File: config.mk
export PLATFORM = sky130hd
export DESIGN_NAME = mix_columns_seq_flat
export DESIGN_NICKNAME = d
export VERILOG_FILES = /design/src/rtl/mix_columns_seq_if.sv /design/src/rtl/mix_columns_seq.sv /design/src/flat_wrapper.sv
export SDC_FILE = /design/constraint.sdc
export NUM_CORES = 1
export LEC_CHECK = 0
export CORE_AREA = 4 4 175 177
export DETAILED_ROUTE_END_ITERATION = 10
export DIE_AREA = 0 0 179 181
export HOLD_SLACK_MARGIN = 0.06
export PLACE_DENSITY_LB_ADDON = 0.1
export SETUP_SLACK_MARGIN = 0.4
export SYNTH_ARGS = -nofsm -noshare
export SYNTH_HDL_FRONTEND = slang
export SYNTH_SLANG_ARGS = --single-unit
File: constraint.sdc
create_clock -name clk -period 4.7 [get_ports clk]
set_clock_uncertainty 0.1 [all_clocks]
set_input_delay 0.705 -clock clk [delete_from_list [all_inputs] [get_ports clk]]
set_output_delay 0.705 -clock clk [all_outputs]
set_load 0.02 [all_outputs]
File: src/rtl/mix_columns_seq_if.sv
// Handshake bundle for the sequential AES MixColumns engine: input state channel,
// output state channel and the busy indicator.
interface mix_columns_seq_if;
  logic         in_valid;
  logic         in_ready;
  logic [127:0] in_state;
  logic         in_bypass;
  logic         out_valid;
  logic         out_ready;
  logic [127:0] out_state;
  logic         busy;

  modport master (
    output in_valid, in_state, in_bypass, out_ready,
    input  in_ready, out_valid, out_state, busy
  );

  modport slave (
    input  in_valid, in_state, in_bypass, out_ready,
    output in_ready, out_valid, out_state, busy
  );
endinterface

File: src/rtl/mix_columns_seq.sv
// Forward AES MixColumns, one 32-bit column per clock through a single shared column unit.
// Bypass copies columns unchanged so the final round keeps identical timing.
module mix_columns_seq (
  input  logic             clk,
  input  logic             rst,
  mix_columns_seq_if.slave bus
);

  typedef enum logic [1:0] {
    IDLE = 2'd0,
    BUSY = 2'd1,
    DONE = 2'd2
  } state_t;

  state_t       state_q, state_d;
  logic [1:0]   col_q, col_d;
  logic [127:0] in_q, in_d;
  logic [127:0] res_q, res_d;
  logic         byp_q, byp_d;

  logic [31:0]  col_in;
  logic [31:0]  col_mixed;
  logic [31:0]  col_out;

  function automatic logic [7:0] xtime(input logic [7:0] x);
    return {x[6:0], 1'b0} ^ (x[7] ? 8'h1b : 8'h00);
  endfunction

  // Row 0 byte sits in the MSB of the column word.
  function automatic logic [31:0] mix_column(input logic [31:0] c);
    logic [7:0] a0, a1, a2, a3;
    logic [7:0] b0, b1, b2, b3;
    a0 = c[31:24];
    a1 = c[23:16];
    a2 = c[15:8];
    a3 = c[7:0];
    b0 = xtime(a0) ^ (xtime(a1) ^ a1) ^ a2 ^ a3;
    b1 = a0 ^ xtime(a1) ^ (xtime(a2) ^ a2) ^ a3;
    b2 = a0 ^ a1 ^ xtime(a2) ^ (xtime(a3) ^ a3);
    b3 = (xtime(a0) ^ a0) ^ a1 ^ a2 ^ xtime(a3);
    return {b0, b1, b2, b3};
  endfunction

  always_comb begin
    col_in = in_q[127:96];
    case (col_q)
      2'd0: col_in = in_q[127:96];
      2'd1: col_in = in_q[95:64];
      2'd2: col_in = in_q[63:32];
      2'd3: col_in = in_q[31:0];
      default: col_in = in_q[127:96];
    endcase
  end

  assign col_mixed = mix_column(col_in);
  assign col_out   = byp_q ? col_in : col_mixed;

  always_ff @(posedge clk) begin
    if (rst) begin
      state_q <= IDLE;
      col_q   <= '0;
      in_q    <= '0;
      res_q   <= '0;
      byp_q   <= 1'b0;
    end else begin
      state_q <= state_d;
      col_q   <= col_d;
      in_q    <= in_d;
      res_q   <= res_d;
      byp_q   <= byp_d;
    end
  end

  always_comb begin
    state_d      = state_q;
    col_d        = col_q;
    in_d         = in_q;
    res_d        = res_q;
    byp_d        = byp_q;
    bus.in_ready  = 1'b0;
    bus.out_valid = 1'b0;
    bus.busy      = 1'b0;

    case (state_q)
      IDLE: begin
        bus.in_ready = 1'b1;
        if (bus.in_valid) begin
          in_d    = bus.in_state;
          byp_d   = bus.in_bypass;
          res_d   = '0;
          col_d   = '0;
          state_d = BUSY;
        end
      end

      BUSY: begin
        bus.busy = 1'b1;
        case (col_q)
          2'd0: res_d[127:96] = col_out;
          2'd1: res_d[95:64]  = col_out;
          2'd2: res_d[63:32]  = col_out;
          2'd3: res_d[31:0]   = col_out;
          default: res_d = res_q;
        endcase
        col_d = col_q + 2'd1;
        if (col_q == 2'd3) begin
          col_d   = '0;
          state_d = DONE;
        end
      end

      DONE: begin
        bus.out_valid = 1'b1;
        // Returning to IDLE here never accepts input on the same edge.
        if (bus.out_ready) begin
          state_d = IDLE;
        end
      end

      default: state_d = IDLE;
    endcase
  end

  assign bus.out_state = res_q;

endmodule

File: src/flat_wrapper.sv
// flat-port wrapper written by rule: the top's interface ports become plain ports
module mix_columns_seq_flat 
  (clk, rst, bus_in_valid, bus_in_state, bus_in_bypass, bus_out_ready, bus_in_ready, bus_out_valid, bus_out_state, bus_busy);
  mix_columns_seq_if bus_i ();
  input  logic clk;
  input  logic rst;
  input wire logic [$bits(bus_i.in_valid)-1:0] bus_in_valid;
  input wire logic [$bits(bus_i.in_state)-1:0] bus_in_state;
  input wire logic [$bits(bus_i.in_bypass)-1:0] bus_in_bypass;
  input wire logic [$bits(bus_i.out_ready)-1:0] bus_out_ready;
  output wire logic [$bits(bus_i.in_ready)-1:0] bus_in_ready;
  output wire logic [$bits(bus_i.out_valid)-1:0] bus_out_valid;
  output wire logic [$bits(bus_i.out_state)-1:0] bus_out_state;
  output wire logic [$bits(bus_i.busy)-1:0] bus_busy;
  assign bus_i.in_valid = bus_in_valid;
  assign bus_i.in_state = bus_in_state;
  assign bus_i.in_bypass = bus_in_bypass;
  assign bus_i.out_ready = bus_out_ready;
  assign bus_in_ready = bus_i.in_ready;
  assign bus_out_valid = bus_i.out_valid;
  assign bus_out_state = bus_i.out_state;
  assign bus_busy = bus_i.busy;
  mix_columns_seq u_core (.clk(clk), .rst(rst), .bus(bus_i));
endmodule
# Word level (Yosys, flattened, before mapping)
# Index checks and enable logic that the tools add are counted.
[totals]
ff_bits = 261
out_inout_bits = 131
elab_cells = 72
[classes]
n_addsub = 1
eq_ne = 11
mux = 22
bitwise_logic = 20
n_reduce_logical = 10
[op_table]
columns = ["op", "count"]
rows = [
  ["one-hot mux 128 bit (2 select lines)", 1],
  ["two-way mux 32 bit", 5],
  ["bitwise XOR 8 bit", 19],
  ["two-way mux 128 bit", 1],
  ["one-hot mux 32 bit (4 select lines)", 1],
  ["two-way mux 5 bit", 4],
  ["AND reduction 3 bit", 5],
  ["two-way mux 2 bit", 5],
  ["inequality test 2 bit, second input constant", 5],
  ["bitwise XOR 8 x 5 -> 8 bit", 1],
  ["equality test 2 bit, second input constant", 3],
  ["one-hot mux 2 bit (3 select lines)", 1],
  ["equality test 2 x 1 -> 1 bit, second input constant", 2],
  ["zero test 2 bit", 2],
  ["one-hot mux 2 bit (2 select lines)", 1],
  ["AND reduction 2 bit", 2],
  ["two-way mux 1 bit", 3],
  ["adder 2 x 1 -> 2 bit, second input constant", 1],
  ["inequality test 2 x 1 -> 1 bit, second input constant", 1],
  ["nonzero test 2 bit", 1],
]

# Logic depth before layout (Yosys ltp)
# Gate-level depths: netlist (run 1).
[depth]
depth_word = 11
depth_mapped = 12
ltp_nobuf = 9

# Worst setup path before layout (run 1)
# Ideal clock, no wire load.
[synth_timing]
path_type = "reg2reg"
from = "register u_core.col_q[1]"
to = "register u_core.res_q[103] (netlist: u_core.bus.out_state[103])"
setup_ns = 0.117
t_arrival_ns = 2.425
required_ns = 4.483
slack_ns = 2.058
path_stages_with_launch = 11
period_less_slack_ns = 2.642
path_cell_list = "dfxtp_1 -> inv_1 -> ha_1 -> buf_4 -> a222oi_1 -> a21oi_1 -> xor2_1 -> xnor2_1 -> xnor2_1 -> nand2b_1 -> a32o_1"
[synth_via]
elab_chain_cells = 10
elab_cells_between_ends = 16
cone_classes = "eq/ne: 4; mux: 4; bitwise: 6; reduce/logical: 2"
[synth_lines]
columns = ["element", "line_no", "rtl"]
rows = [
  ["start: declaration", "mix_columns_seq.sv:16", "logic [1:0] col_q, col_d;"],
  ["start signal: assignment", "mix_columns_seq.sv:67", "col_q <= col_d;"],
  ["equality test 2 bit, or another cell as far along", "mix_columns_seq.sv:46", "case (col_q)"],
  ["one-hot mux 32 bit (4 select lines)", "mix_columns_seq.sv:46", ""],
  ["bitwise XOR 8 x 5 -> 8 bit", "mix_columns_seq.sv:26", "return {x[6:0], 1'b0} ^ (x[7] ? 8'h1b : 8'h00);"],
  ["bitwise XOR 8 bit (4 in series)", "mix_columns_seq.sv:40", "b3 = (xtime(a0) ^ a0) ^ a1 ^ a2 ^ xtime(a3);"],
  ["two-way mux 32 bit", "mix_columns_seq.sv:56", "assign col_out = byp_q ? col_in : col_mixed;"],
  ["two-way mux 32 bit", "mix_columns_seq.sv:98", "case (col_q)"],
  ["one-hot mux 128 bit (2 select lines)", "mix_columns_seq.sv:84", "case (state_q)"],
  ["end signal: assignment", "mix_columns_seq.sv:69", "res_q <= res_d;"],
  ["end: declaration", "mix_columns_seq.sv:18", "logic [127:0] res_q, res_d;"],
]
# Parallel ways exist; a longest one is shown, timed or not. The select of a mux whose other input is x is not followed.
# A chain may end at the register's enable or synchronous reset.

# Final worst setup path (run 1)
[layout_timing]
from = "register u_core.col_q[1]"
to = "register u_core.res_q[20] (netlist: u_core.bus.out_state[20])"
[layout_via]
elab_chain_cells = 10
elab_cells_between_ends = 18
cone_classes = "eq/ne: 4; mux: 6; bitwise: 6; reduce/logical: 2"
[layout_lines]
columns = ["element", "line_no", "rtl"]
rows = [
  ["equality test 2 bit, or another cell as far along", "mix_columns_seq.sv:46, mix_columns_seq.sv:98", ""],
  ["one-hot mux 32 bit (4 select lines)", "mix_columns_seq.sv:46", ""],
  ["two-way mux 5 bit", "mix_columns_seq.sv:26", ""],
  ["bitwise XOR 8 bit", "mix_columns_seq.sv:26", ""],
  ["bitwise XOR 8 bit (3 in series)", "mix_columns_seq.sv:38", "b1 = a0 ^ xtime(a1) ^ (xtime(a2) ^ a2) ^ a3;"],
  ["two-way mux 32 bit", "mix_columns_seq.sv:56", ""],
  ["two-way mux 32 bit", "mix_columns_seq.sv:98", ""],
  ["one-hot mux 128 bit (2 select lines)", "mix_columns_seq.sv:84", ""],
]
# Parallel ways exist; a longest one is shown, timed or not. The select of a mux whose other input is x is not followed.

==> results of run 1 <==
## final timing paths
path	startpoint	end	slack, ps
worst max-delay path	u_core.col_q[1]	u_core.bus.out_state[20]	970
worst min-delay path	u_core.in_q[94]	u_core.in_q[94]	350
worst max register to register	u_core.col_q[1]	u_core.bus.out_state[20]	970
worst min register to register	u_core.in_q[94]	u_core.in_q[94]	350
## flip-flops by register name (all words and copies together), names as in the netlist
name and flops:
u_core.byp_q 1, u_core.bus.out_state 128, u_core.col_q 2, u_core.state_q 2, u_core.in_q 128
## report_power, final
group	switching, uW	total (uW)	leakage, uW	internal, uW
sequential	112	2460	0.00213	2350
combinational	820	1350	0.00280	525
clock	861	2060	0.000419	1200
total	1790	5870	0.00535	4080
## cell families (layout without fill, tap and decap cells)
kind of cell | count (synthesis) | after routing | synth area share (%)
compound gates | 448 | 448 | 24.6
xor+xnor | 137 | 137 | 10.6
fa+ha+maj | 4 | 4 | 0.435
buf+inv | 112 | 338 | 4.73
flops | 261 | 261 | 45.4
mux | 6 | 6 | 0.555
simple gates | 400 | 400 | 13.6
## layer usage
layer  global-route usage (%)  vias up  wire length, um
met1                     34.0     5037            18100
met2                     37.0      437            18300
li1                         -     5183                -
met5                        0        -                0
met4                     5.50        0              802
met3                     4.50       41             3240
## layout by cell type (no fill, tap or decap), drive strengths merged, types with 2 or more instances in the layout
master / instances
a21oi: 171
a221o: 16
a222oi: 31
a22o: 4
a22oi: 90
a32o: 4
buf: 22
clkbuf: 41
clkdlybuf4s50: 262
clkinv: 5
dfxtp: 261
ha: 4
inv: 7
mux2: 3
mux2i: 3
nand2: 314
nand2b: 5
nand3: 2
nor2: 61
nor2b: 7
o21ai: 122
o221ai: 8
or2: 4
or3: 4
xnor2: 92
xor2: 44
## through the flow
step	util, %	setup slack (ps)	total power, uW	instances
finish	51.8	971	5870	1984
global placement	48.9	1040	3840	1937
detailed placement	48.9	1010	3850	1937
global route	51.8	854	6100	1984
CTS	51.8	978	5890	1984
floorplan	-	2060	3290	1368
## final cells by class
| class | count | area share [%] |
|---|---|---|
| multi-input combinational | 995 | 38.1 |
| sequential | 261 | 34.5 |
| timing repair buffer | 284 | 18.5 |
| clock buffer | 41 | 5.20 |
| tap | 390 | 3.22 |
| clock inverter | 6 | 0.363 |
| inverter | 7 | 0.173 |
## critical path: stages, from the launching register on
cell and delay (ps):
dfxtp_1 380, inv_1 80, ha_1 490, buf_4 350, a222oi_1 890, xnor2_1 250, o21ai_4 250, xor2_1 110
xnor2_1 510, a221o_1 250
==> flow_metrics.py, run 1 <==
metrics = {
    "outcome": {
        "status": "finished, final reports clean",
    },
    "global_route": {
        "grt_use_total_pct": 23.7,
        "grt_pass1_vias": 10100,
        "grt_start_max_net_pins": 100,
        "grt_pass1_wl_mm": 60.5,
        "antenna_found_initial": 0,
        "overflow": 0,
    },
    "yosys": {
        "syn-num-nets": 1505,
        "yosys-top-cells-count": "nand2_1, dfxtp_1, a21oi_1",
        "syn_inst": 1368,
        "synth_area_leaders": "dfxtp_1, nand2_1, a21oi_1",
        "ys_seq_elements": 261,
        "synth.avg_cell_area_um2": 8.41,
        "synthDominantCellAreaShare_pct": 45.4,
        "async_flop_share_pct": 0,
        "synth_most_common_cell": "nand2_1",
        "synth-seq-area-share_pct": 45.4,
        "netlist_area_um2": 11500,
        "synth_flop_cell": "dfxtp_1",
        "synth_edf_count": 0,
        "synth_top_area_cell": "dfxtp_1",
        "ys_types": 43,
        "synth_warnings": 0,
    },
    "cells_and_area": {
        "diodes": 0,
        "regArea_um2": 5230,
        "final_nets": 1713,
        "drive_gt1_share_pct": 5.52,
        "final_area_um2": 15200,
        "nFillCells": 2768,
        "multi_input_area_um2": 5770,
        "syn_to_final_growth_pct": 31.8,
    },
    "timing": {
        "fin_tns_setup_ps": 0,
        "max_slew_margin_pct": 22.7,
        "finalHoldViolCount": 0,
        "max_freq_mhz": 268,
        "drv_slew": 0,
        "fin_crit_sh_pct": 79.3,
        "finalSetupViolCount": 0,
        "period_needed_ps": 3730,
        "rsz0062_at_grt": "false",
        "worstMarginPinSlew_ps": 1160,
        "hold_slack_ps": 353,
    },
    "cts": {
        "cts_tree": "yes",
        "cts_buffer_depth": 3,
        "cts_root_buffer": "clkbuf_16",
        "ctsResizeCount": 0,
        "clkTransAtPathRegs_ps": 60,
        "postCtsSetupBuffers": 0,
        "cts_inserted_buffers": 27,
        "clock-sinks": 261,
        "h-tree-depth": 1,
        "cts.hold.buffers_added": 0,
        "clock_latency_ps": 530,
    },
    "critical_path": {
        "start_kind": "register",
        "cp_max_fo": 20,
        "critPathCaptureType": "register",
        "critical_path_class": "reg2reg",
        "r2r_cells": 9,
        "cp.required_ps": 5070,
        "crit_arrival_ps": 4100,
    },
    "placed_design": {
        "gp_congestion": 0.906,
        "dp_hpwl_mm": 29.8,
        "dpl_cell_area_um2": 14300,
        "io_buffers": 263,
    },
    "min_path": {
        "hp-class": "reg2reg",
        "worstHoldPathCells": 2,
    },
    "route": {
        "antenna_left": 0,
        "first_pass_iters": 9,
        "via_count": 10700,
        "drtIter0Drc": 1195,
        "routedWlPerCell_um": 20.4,
        "viasPerCell": 5.39,
        "route.detailed.drc": 0,
        "wl_mm": 40.4,
    },
    "pwr": {
        "p_leak_uw": 0.00535,
        "p_per_area_nw_per_um2": 387,
        "ir_worst_vdd_uv": 270,
    },
    "job": {
        "drv_cap": 0,
    },
    "floorplanning": {
        "design.die.area_um2": 32400,
        "coreArea_um2": 29200,
        "io_pins": 264,
        "dieWidth_um": 179,
        "die_y_um": 181,
        "initial_core_util_pct": 39.3,
        "rows": 63,
    },
}
No activity file was read; power rests on OpenSTA's default activity.
==> inputs of run 2 (changes only) <==
- clock period: 4.7 -> 3.8 ns (I/O delays scaled with it)
==> run 2 against run 1 <==
Via count increased by 1.8%. Fmax increased by 11%. First-iteration DRC count decreased by 2.4%. Non-clock buffer count increased by 34. Clock power increased by 39%. Register-to-register slack got worse by 540 ps. Die area unchanged. Setup slack got worse by 540 ps. Critical path depth increased by 1. Sequential share of layout area decreased by 0.83 points. Count of clock-buffer cells in the layout decreased by 5. Largest power group unchanged.
==> flow_metrics.py, run 2 (synthesized netlist as in run 1, its figures left out) <==
metrics = {
    "timing": {
        "max_slew_margin_pct": 30.3,
        "fin_tns_setup_ps": 0,
        "max_freq_mhz": 297,
        "rsz0062_at_grt": "true",
        "finalSetupViolCount": 0,
        "period_needed_ps": 3370,
        "drv_slew": 0,
        "worstMarginPinSlew_ps": 1050,
        "fin_crit_sh_pct": 88.6,
        "finalHoldViolCount": 0,
        "hold_slack_ps": 300,
    },
    "route": {
        "via_count": 10900,
        "wl_mm": 41.5,
        "first_pass_iters": 10,
        "routedWlPerCell_um": 20.5,
        "route.detailed.drc": 0,
        "drtIter0Drc": 1166,
        "viasPerCell": 5.40,
        "antenna_left": 0,
    },
    "min_path": {
        "hp-class": "in2reg",
        "worstHoldPathCells": 3,
    },
    "critical_path": {
        "crit_path_start": "u_core.col_q[1]",
        "r2r-start": "u_core.col_q[1]",
        "start_kind": "register",
        "reg2reg_to": "u_core.bus.out_state[20]",
        "crit_arrival_ps": 3750,
        "cp.required_ps": 4190,
        "critical_path_class": "reg2reg",
        "cp_max_fo": 19,
        "r2r_slack_ps": 430,
        "critPathCaptureType": "register",
        "r2r_cells": 10,
        "crit_end": "u_core.bus.out_state[20]",
    },
    "cts": {
        "cts_tree": "yes",
        "clock_latency_ps": 550,
        "cts_root_buffer": "clkbuf_16",
        "h-tree-depth": 1,
        "cts_buffer_depth": 3,
        "clock-sinks": 261,
        "clkTransAtPathRegs_ps": 60,
        "cts_inserted_buffers": 28,
    },
    "global_route": {
        "grt_use_total_pct": 24.5,
        "overflow": 0,
        "grt_pass1_wl_mm": 62.4,
        "grt_start_max_net_pins": 82,
        "grt_pass1_vias": 10400,
        "antenna_found_initial": 0,
    },
    "cells_and_area": {
        "diodes": 0,
        "drive_gt1_share_pct": 8.10,
        "final_nets": 1748,
        "final_cell_mix": "nand2_1, clkdlybuf4s50_1, dfxtp_1",
        "layout_commonest_cell": "nand2_1",
        "post-route-util_pct": 53.1,
        "syn_to_final_growth_pct": 35.1,
    },
    "pwr": {
        "p_leak_uw": 0.00556,
        "power_uw": 7630,
        "pwr-share-seq_pct": 40.0,
        "p_int_uw": 5330,
        "p_per_area_nw_per_um2": 491,
        "p_switching_uw": 2300,
        "clock_power_share_pct": 37.6,
        "combPwrFrac_pct": 22.4,
        "ir_worst_vdd_uv": 311,
        "sw_frac_of_total_pct": 30.1,
    },
    "floorplanning": {
        "initial_core_util_pct": 39.3,
        "design.die.area_um2": 32400,
        "io_pins": 264,
        "dieWidth_um": 179,
        "rows": 63,
        "coreArea_um2": 29200,
        "die_y_um": 181,
    },
    "placed_design": {
        "dp_hpwl_mm": 30.5,
        "gp_congestion": 0.948,
        "io_buffers": 263,
    },
    "outcome": {
        "status": "finished, final reports clean",
    },
    "job": {
        "drv_cap": 0,
    },
}
-- run 2: changes by cell type in the layout (fill, tap and decap cells not counted), sizes merged --
cell and change:
clkinv +3, clkbuf -5, buf +34, bufinv +3
-- run 2: what timing repair did --
item	4_1_cts	5_1_grt
buffers inserted	0	2
resized for setup	0	4
hold buffers	0	0
endpoints found under the setup margin	0	32
-- run 2: cell type report --
class,count,area [um^2]
Clock buffer,36,802
Fill cell,2780,13700
Clock inverter,12,160
Inverter,7,26.3
Tap cell,390,488
Multi-Input combinational cell,995,5770
Timing Repair Buffer,318,3060
Sequential cell,261,5230
-- run 2: worst min-delay path by stage --
stage | slack [ps] | endpoint | startpoint
2_1_floorplan | 340 | u_core.in_q[32] | u_core.in_q[32]
3_3_place_gp | 340 | u_core.in_q[89] | u_core.in_q[89]
3_5_place_dp | 350 | u_core.in_q[90] | u_core.in_q[90]
4_1_cts | 280 | u_core.state_q[0] | rst
5_1_grt | 320 | u_core.state_q[0] | rst
6_report | 300 | u_core.state_q[0] | rst
-- run 2: layer usage --
metal	track usage, %	wire [um]	up-vias	part of all wire (%)
met5	0	0	-	0
met4	6.20	892	0	2.2
met3	4.37	3440	59	8.3
met2	38.1	18600	516	45
met1	35.2	18600	5079	45
li1	-	-	5240	-
-- run 2: power groups by stage --
stage               registers, uW  clock network, uW  logic [uW]
floorplan                    3150                  0         916
CTS                          3050               2900        1690
global placement             3110                  0        1670
finish                       3050               2870        1710
global route                 3070               3020        1830
detailed placement           3110                  0        1680
-- run 2: per-stage QoR --
stage                     worst slack [ps]  cell area, um^2  instances
final                                  434            15500       2019
after global routing                   375            15500       2019
after CTS                              461            15500       2017
after detailed placement               467            14500       1969
after global placement                 579            14500       1969
after floorplan                       1160            11500       1368
-- run 2: worst max-delay path, cell delays in order (launching register included) --
cell	delay (ps)
dfxtp_1	370
inv_1	80
ha_1	390
buf_4	310
a222oi_1	460
buf_4	240
xnor2_1	170
o21ai_4	110
xor2_1	190
xnor2_1	610
a221o_1	270
==> inputs of run 3 (changes only) <==
- CAP_MARGIN: not set -> 20
==> results of run 3 <==
The final DEF is identical to that of run 2; final timing and power are the same.
